### src/rtl/uart_pkg.sv
// Shared constants and FSM state encoding for the UART transmit scheduler.
package uart_pkg;

  localparam int BYTE_W           = 8;
  localparam int DEF_CLKS_PER_BIT = 434;
  localparam int DEF_FRAME_TICKS  = 11;
  localparam int DEF_GAP_TICKS    = 1;

  typedef enum logic [1:0] {
    ST_IDLE  = 2'd0,
    ST_GRANT = 2'd1,
    ST_FRAME = 2'd2,
    ST_GAP   = 2'd3
  } state_t;

endpackage

### src/rtl/uart_baud_gen.sv
// Free-running baud divider: tick is high for one cycle every CLKS_PER_BIT cycles.
// Combinational tick from the count register; no backpressure, never stalls.
module uart_baud_gen
  import uart_pkg::*;
#(
  parameter int CLKS_PER_BIT = DEF_CLKS_PER_BIT
) (
  input  logic clk,
  input  logic rst_n,
  output logic tick
);

  localparam int CW = $clog2(CLKS_PER_BIT);

  logic [CW-1:0] cnt;

  assign tick = (cnt == CW'(CLKS_PER_BIT - 1));

  always_ff @(posedge clk) begin
    if (!rst_n) begin
      cnt <= '0;
    end else if (tick) begin
      cnt <= '0;
    end else begin
      cnt <= cnt + CW'(1);
    end
  end

endmodule

### src/rtl/uart_tx_scheduler.sv
// Round-robin arbiter and frame sequencer sharing one UART serializer; grant 1 cycle after valid, send 2 cycles after.
// Requesters wait with req_valid high until their one-cycle req_ready pulse; no internal queue.
module uart_tx_scheduler
  import uart_pkg::*;
#(
  parameter int N_REQ        = 4,
  parameter int CLKS_PER_BIT = DEF_CLKS_PER_BIT,
  parameter int FRAME_TICKS  = DEF_FRAME_TICKS,
  parameter int GAP_TICKS    = DEF_GAP_TICKS
) (
  input  logic                      clk,
  input  logic                      rst_n,
  input  logic [N_REQ-1:0]          req_valid,
  input  logic [BYTE_W*N_REQ-1:0]   req_data,
  output logic [N_REQ-1:0]          req_ready,
  output logic                      tx_ena,
  output logic                      tx_send,
  output logic [BYTE_W-1:0]         tx_data,
  output logic                      busy,
  output logic [$clog2(N_REQ)-1:0]  grant_id
);

  localparam int IW   = $clog2(N_REQ);
  localparam int TMAX = (FRAME_TICKS > GAP_TICKS) ? FRAME_TICKS : GAP_TICKS;
  localparam int TW   = $clog2(TMAX + 1);

  state_t         state;
  logic [IW-1:0]  last_grant;
  logic [IW-1:0]  pick;
  logic           pick_vld;
  logic [TW-1:0]  tcnt;
  logic           tick;

  uart_baud_gen #(
    .CLKS_PER_BIT(CLKS_PER_BIT)
  ) u_baud (
    .clk  (clk),
    .rst_n(rst_n),
    .tick (tick)
  );

  assign tx_ena = tick;

  // Descending scan so the smallest offset from last+1 is the final assignment.
  function automatic logic [IW:0] rr_pick(input logic [N_REQ-1:0] v, input logic [IW-1:0] last);
    logic [IW:0]   res;
    logic [IW-1:0] idx;
    res = '0;
    for (int k = N_REQ; k >= 1; k--) begin
      idx = IW'((int'(last) + k) % N_REQ);
      if (v[idx]) res = {1'b1, idx};
    end
    return res;
  endfunction

  assign {pick_vld, pick} = rr_pick(req_valid, last_grant);

  always_comb begin
    req_ready = '0;
    if (rst_n && state == ST_GRANT && pick_vld) req_ready[pick] = 1'b1;
  end

  assign busy = rst_n && (state != ST_IDLE);

  always_ff @(posedge clk) begin
    if (!rst_n) begin
      state      <= ST_IDLE;
      tx_send    <= 1'b0;
      tx_data    <= '0;
      grant_id   <= '0;
      last_grant <= IW'(N_REQ - 1);
      tcnt       <= '0;
    end else begin
      case (state)
        ST_IDLE: begin
          if (|req_valid) state <= ST_GRANT;
        end
        ST_GRANT: begin
          if (pick_vld) begin
            tx_data    <= req_data[BYTE_W*int'(pick) +: BYTE_W];
            grant_id   <= pick;
            last_grant <= pick;
            tx_send    <= 1'b1;
            tcnt       <= '0;
            state      <= ST_FRAME;
          end else begin
            state <= ST_IDLE;
          end
        end
        ST_FRAME: begin
          if (tick) begin
            if (tcnt == TW'(FRAME_TICKS - 1)) begin
              tcnt    <= '0;
              tx_send <= 1'b0;
              state   <= ST_GAP;
            end else begin
              tcnt <= tcnt + TW'(1);
            end
          end
        end
        ST_GAP: begin
          if (tick) begin
            if (tcnt == TW'(GAP_TICKS - 1)) begin
              tcnt  <= '0;
              state <= (|req_valid) ? ST_GRANT : ST_IDLE;
            end else begin
              tcnt <= tcnt + TW'(1);
            end
          end
        end
        default: state <= ST_IDLE;
      endcase
    end
  end

endmodule
### config.mk
export PLATFORM = sky130hd
export DESIGN_NAME = uart_tx_scheduler
export DESIGN_NICKNAME = d
export VERILOG_FILES = /design/src/rtl/uart_pkg.sv /design/src/rtl/uart_baud_gen.sv /design/src/rtl/uart_tx_scheduler.sv
export SDC_FILE = /design/constraint.sdc
export NUM_CORES = 1
export LEC_CHECK = 0
export ABC_AREA = 0
export BUFFER_PORTS_ARGS = -buffer_cell sky130_fd_sc_hd__buf_4
export CAP_MARGIN = 10
export CORE_MARGIN = 1.5
export CORE_UTILIZATION = 54
export DETAILED_ROUTE_END_ITERATION = 16
export GPL_ROUTABILITY_DRIVEN = 0
export GPL_TIMING_DRIVEN = 0
export HOLD_SLACK_MARGIN = 0.15
export PLACE_DENSITY = 0.91
export RECOVER_POWER = 25
export SLEW_MARGIN = 40
export SYNTH_ARGS = -nofsm -noshare
export SYNTH_HDL_FRONTEND = slang
export SYNTH_HIERARCHICAL = 1
export SYNTH_SLANG_ARGS = --single-unit
### constraint.sdc
create_clock -name clk -period 3.1 [get_ports clk]
set_input_delay 0.31 -clock clk [delete_from_list [all_inputs] [get_ports clk]]
set_output_delay 0.31 -clock clk [all_outputs]
set_load 0.1 [all_outputs]
### Word level (Yosys, flattened, before mapping)

Cells that the tools add are included.

* add/subtract/negate cells: 6
* $lt $le $gt $ge: 6
* eq/ne operators: 11
* shifts and indexed selects: 1
* multiplexer cells: 33
* bitwise gates (word level): 1
* reduce and logical (&&, ||, !) cells: 15

Operator list (number)
* $shiftx A32 B6 Y8: 1
* $mux W4: 6
* $lt A2 B3 Y1 const B: 5
* $mux W2: 6
* $mux W3: 4
* $ne A2 B2 Y1 const B: 6
* $pmux W4 S3: 1
* $add A9 B1 Y9 const B: 1
* $eq A9 B9 Y1 const B: 1
* $mux W1: 9
* $bmux W1 S2: 4
* $pmux W2 S4: 1
* $reduce_and A4 Y1: 2
* $reduce_and A5 Y1: 1
* $add A2 B1 Y2 const B: 2
* $add A2 B2 Y2 const B: 2
* $add A4 B1 Y4 const B: 1
* $eq A2 B2 Y1 const B: 2
* $eq A4 B4 Y1 const B: 1
* $logic_and A1 B1 Y1: 4
* $logic_not A4 Y1: 1
* $reduce_bool A2 Y1: 2
* $reduce_or A4 Y1: 1
* $reduce_bool A3 Y1: 1
* other kinds (8): 8

* register bits after elaboration: 28
* output and inout bits: 17

### Logic depth before layout (Yosys ltp)

* depth after elaboration: 12
* gate-level depth with buffers: 9
* mapped depth without buffers: 9

### By module

The synthesis kept the hierarchy.

By module, submodules not included
* uart_tx_scheduler: instances 1, cells an instance 149, area each 1292.5 µm², seq. area each 380.4 µm²
* uart_baud_gen: instances 1, cells an instance 45, area each 422.9 µm², seq. area each 180.2 µm²

### Worst setup path after synthesis

OpenSTA, ideal clock, no wires.

* path type: register -> register
* start point: register u_baud.cnt[0]
* end point: register tx_send
* library setup time: 0.117 ns
* arrival: 4.971 ns
* slack: -1.989 ns
* cell stages (with the launch flop): 9
* buffers on the path: 0
* cells stage by stage: dfxtp_1 > ha_1 > nand4b_1 > nor4_1 > nand2_1 > nor3b_1 > nand3_1 > a21oi_1 > nor2b_1

* longest elaborated chain between the ends: 3

RTL lines
* start: declaration: RTL line uart_baud_gen.sv:15 `logic [CW-1:0] cnt;`
* start signal: assignment: RTL line uart_baud_gen.sv:25 `cnt <= cnt + CW'(1);`
* $eq A9 B9 Y1: RTL line uart_baud_gen.sv:17 `assign tick = (cnt == CW'(CLKS_PER_BIT - 1));`
* net tx_ena: RTL line uart_tx_scheduler.sv:16 `output logic tx_ena,`
* $ne A2 B2 Y1 (no source line)
* $reduce_and A4 Y1 (no source line)
* end signal: assignment: RTL line uart_tx_scheduler.sv:68 `tx_send <= 1'b0;`
* end signal: assignment: RTL line uart_tx_scheduler.sv:83 `tx_send <= 1'b1;`
* end signal: assignment: RTL line uart_tx_scheduler.sv:94 `tx_send <= 1'b0;`
* end: declaration: RTL line uart_tx_scheduler.sv:17 `output logic tx_send,`

The timed path passes the listed nets, and every way through them passes these cells.
A chain may end at the register's enable or synchronous reset.

### Final worst setup path

* start point: register state[0]
* end point: output req_ready[0]

* longest elaborated chain between the ends: 4

RTL lines
* start: declaration: RTL line uart_tx_scheduler.sv:27 `state_t state;`
* start signal: assignment: RTL line uart_tx_scheduler.sv:105 `state <= (|req_valid) ? ST_GRANT : ST_IDLE;`
* $eq A2 B1 Y1: RTL line uart_tx_scheduler.sv:60 `if (rst_n && state == ST_GRANT && pick_vld) req_ready[pick] = 1'b1;`
* $logic_and A1 B1 Y1 (2 in series): RTL line uart_tx_scheduler.sv:60
* $mux W4: RTL line uart_tx_scheduler.sv:60
* end: declaration: RTL line uart_tx_scheduler.sv:15 `output logic [N_REQ-1:0] req_ready,`

No other way between the ends.

==> impl_metrics.ini <==
[run_status]
status = complete, no violations

[critical_path]
reg2reg_depth = 8
critPathLaunchType = flip-flop
path_class = reg -> out
cpPeakStageDelay_ns = 0.51
crit_fanout = 10
crit_required_ns = 2.79
r2r_end = tx_send$_SDFFE_PN0P_
crit_path_end_kind = output pin
slowest_stage = dfxtp_1
worstPathCellList = inv_2 > nor3_4 > o211ai_1 > buf_2 > nor2_1 > buf_4
reg2reg_from = u_baud/cnt[0]$_SDFF_PP0_
cp.arrival_ns = 2.13
critPathBufInv = 3
critPathTopFamily = buffers and inverters
reg2reg_slack_ns = 1.03

[yosys]
synthCells = 194
ys_ff_latch = 28
synth_area_um2 = 1720
yosysSeqAreaShare_pct = 32.7
yosysUniqueCellTypes = 48
avgSynthCellArea_um2 = 8.84
synthArstFlopShare_pct = 0
yosys_warnings = 6
synthFlopType = dfxtp_1
synth_nets = 237
synth-edff-count = 0

[sta]
tns_ns = 0
max_freq_ghz = 0.410
relSlewSlack_pct = 20.8
min_period_ns = 2.44
fin_crit_sh_pct = 78.8
slew_violations = 0
finalSetupViolations = 0
worstMarginPinSlew_ns = 1.19
hold_viol = 0
finClkSkew_ns = 0.00260
rsz0062_at_grt = no

[drt]
drc = 0
ant_nets = 0
wl_um = 4140
via_count = 1659
viasPerCell = 5.60
avgRoutedWirePerCell_um = 14.0
drt-initial-drc-count = 90
dr.pass1.iters = 4

[global_route]
grt_pass1_vias = 1506
grt_pass1_wl_um = 6580
grt.total_usage_pct = 24.3
grt_max_degree = 17
antenna_found_initial = 0
grt_overflow = 0

[flow_run]
drv_cap = 0

[floorplan]
die_h_um = 59.4
fp.dieW_um = 59.4
dieArea_um2 = 3520
placementRows = 20
start_util_pct = 56.7
ioPinCount = 55
core_um2 = 3030

[placement]
portBuffers = 54
place_hpwl_um = 3000
dp_cells = 292

[clock_tree]
clockRootBuffer = clkbuf_4
clk-insertion-delay-late_ns = 0.34
cts_hold_buf = 0
numCtsBuffers = 3
cts_tree = done
clk_pin_slew_worst_paths_ns = 0.16
cts_max_path_buffers = 2
h-tree-depth = 1
cts_num_sinks = 28
postCtsSetupBuffers = 0
cts_resized = 0

[power]
peakVddDrop_v = 0.000284
power.density_nw_per_um2 = 488
p_leak_uw = 0.000905

[cells_and_area]
fin_nets = 296
drive_gt1_share_pct = 28.2
area_growth_pct = 28.5
diodes = 0
fin_cells = 296

[hold_path]
min_from = req_data[24]
whs_path_depth = 3
hold_end = tx_data[0]$_SDFFE_PN0P_
min_path_type = in -> reg
-- cells in the mapped netlist, drive strengths merged, types with 2 or more instances --
cell / instances / area (µm²)
dfxtp: 28 / 561
mux2i: 9 / 90.1
nand3: 9 / 45.0
nor4: 3 / 25.0
nand4: 10 / 68.8
nand2b: 3 / 18.8
o31ai: 8 / 60.1
a21oi: 9 / 56.3
a21o: 9 / 67.6
o22ai: 2 / 12.5
xnor2: 2 / 17.5
nand3b: 2 / 15.0
nor3: 3 / 37.5
nand2: 16 / 60.1
or3: 4 / 25.0
buf: 6 / 42.5
inv: 7 / 26.3
nor2b: 5 / 38.8
o211ai: 9 / 103
ha: 5 / 62.6
clkbuf: 4 / 15.0
o21a: 5 / 37.5
o21ai: 9 / 45.0
and2: 2 / 12.5
nor2: 11 / 41.3
-- logic make-up after synthesis --
family	share of synthesized area (%)
and+or+nand+nor	24.4
AOI/OAI and AO/OA	27.6
DFF	32.7
buffers and inverters	4.89
muxes	5.25
adders and majority gates	3.65
xor gates and xnor gates	1.53
-- worst reg2reg max path: stages (launching register included) --
cell	delay [ns]
dfxtp_1	0.45
ha_1	0.18
nand4b_1	0.24
nor4_4	0.44
nand2_1	0.17
nor3b_1	0.22
nand3_1	0.10
a21oi_1	0.14
nor2b_1	0.06
-- where the power goes --
group	internal, µW	total [µW]	switching, µW
clock	131	249	118
sequential	389	414	24.5
combinational	123	413	290
total	643	1080	432
-- flip-flops by register name (all words and copies together), names as in the netlist, named ones only --
name,count
tcnt,4
last_grant,2
tx_send,1
grant_id,2
state,1
tx_data,8
u_baud/cnt,9
-- worst max-delay path by stage --
stage,startpoint,end,slack (ns),cells after the start
after floorplan,u_baud/cnt[0]$_SDFF_PP0_,tx_send$_SDFFE_PN0P_,0.35,8
after global placement,req_valid[1],req_ready[2],1.01,7
after global routing,state[0]$_SDFFE_PN0P_,req_ready[0],0.48,6
final,state[0]$_SDFFE_PN0P_,req_ready[0],0.66,6
after CTS,state[0]$_SDFFE_PN0P_,req_ready[0],0.64,6
after detailed placement,req_valid[1],req_ready[2],1.03,7
-- cell type report --
| class | count | area [µm²] |
|---|---|---|
| Multi-Input combinational cell | 149 | 1090 |
| Fill cell | 268 | 823 |
| Sequential cell | 28 | 561 |
| Timing Repair Buffer | 54 | 368 |
| Buffer | 10 | 56.3 |
| Tap cell | 44 | 55.1 |
| Clock inverter | 1 | 30.0 |
| Inverter | 7 | 26.3 |
| Clock buffer | 3 | 22.5 |
-- cell usage in the layout, fill, tap and decap left out, types with 3 or more instances in the layout --
cell type,Yosys,layout
buf_4,0,44
dfxtp_1,28,28
nand2_1,16,16
clkbuf_1,4,15
nor2_1,11,11
a21o_1,9,9
nand3_1,9,9
mux2i_1,9,9
nand4_1,9,9
o31ai_1,8,8
o21ai_0,7,7
o211ai_2,7,7
inv_1,6,6
a21oi_1,6,6
o21a_1,5,5
ha_1,5,5
nor2b_1,4,4
or3_1,4,4
nand2b_1,3,3
buf_2,4,3
a21oi_2,3,3
clkbuf_4,0,3
-- metrics by stage --
stage	cell area, µm²	power, µW	hold WS (ns)	utilization [%]	worst slack (ns)
final	2200	1080	0.247	72.8	0.658
after global routing	2200	1120	0.247	72.8	0.482
after CTS	2240	1100	0.233	74.1	0.640
after detailed placement	2190	847	0.446	72.4	1.03
after global placement	2190	841	0.435	72.4	1.01
after floorplan	1730	739	0.432	-	0.351
-- layer usage --
metal  part of all wire, %  track usage [%]  vias up
met5                     0                0        -
met3                   3.3             3.49        8
met4                   2.0             10.1        0
li1                      -                -      840
met1                    45             31.6      778
met2                    49             40.2       33
Note: power is estimated with default switching activity, not from simulation.
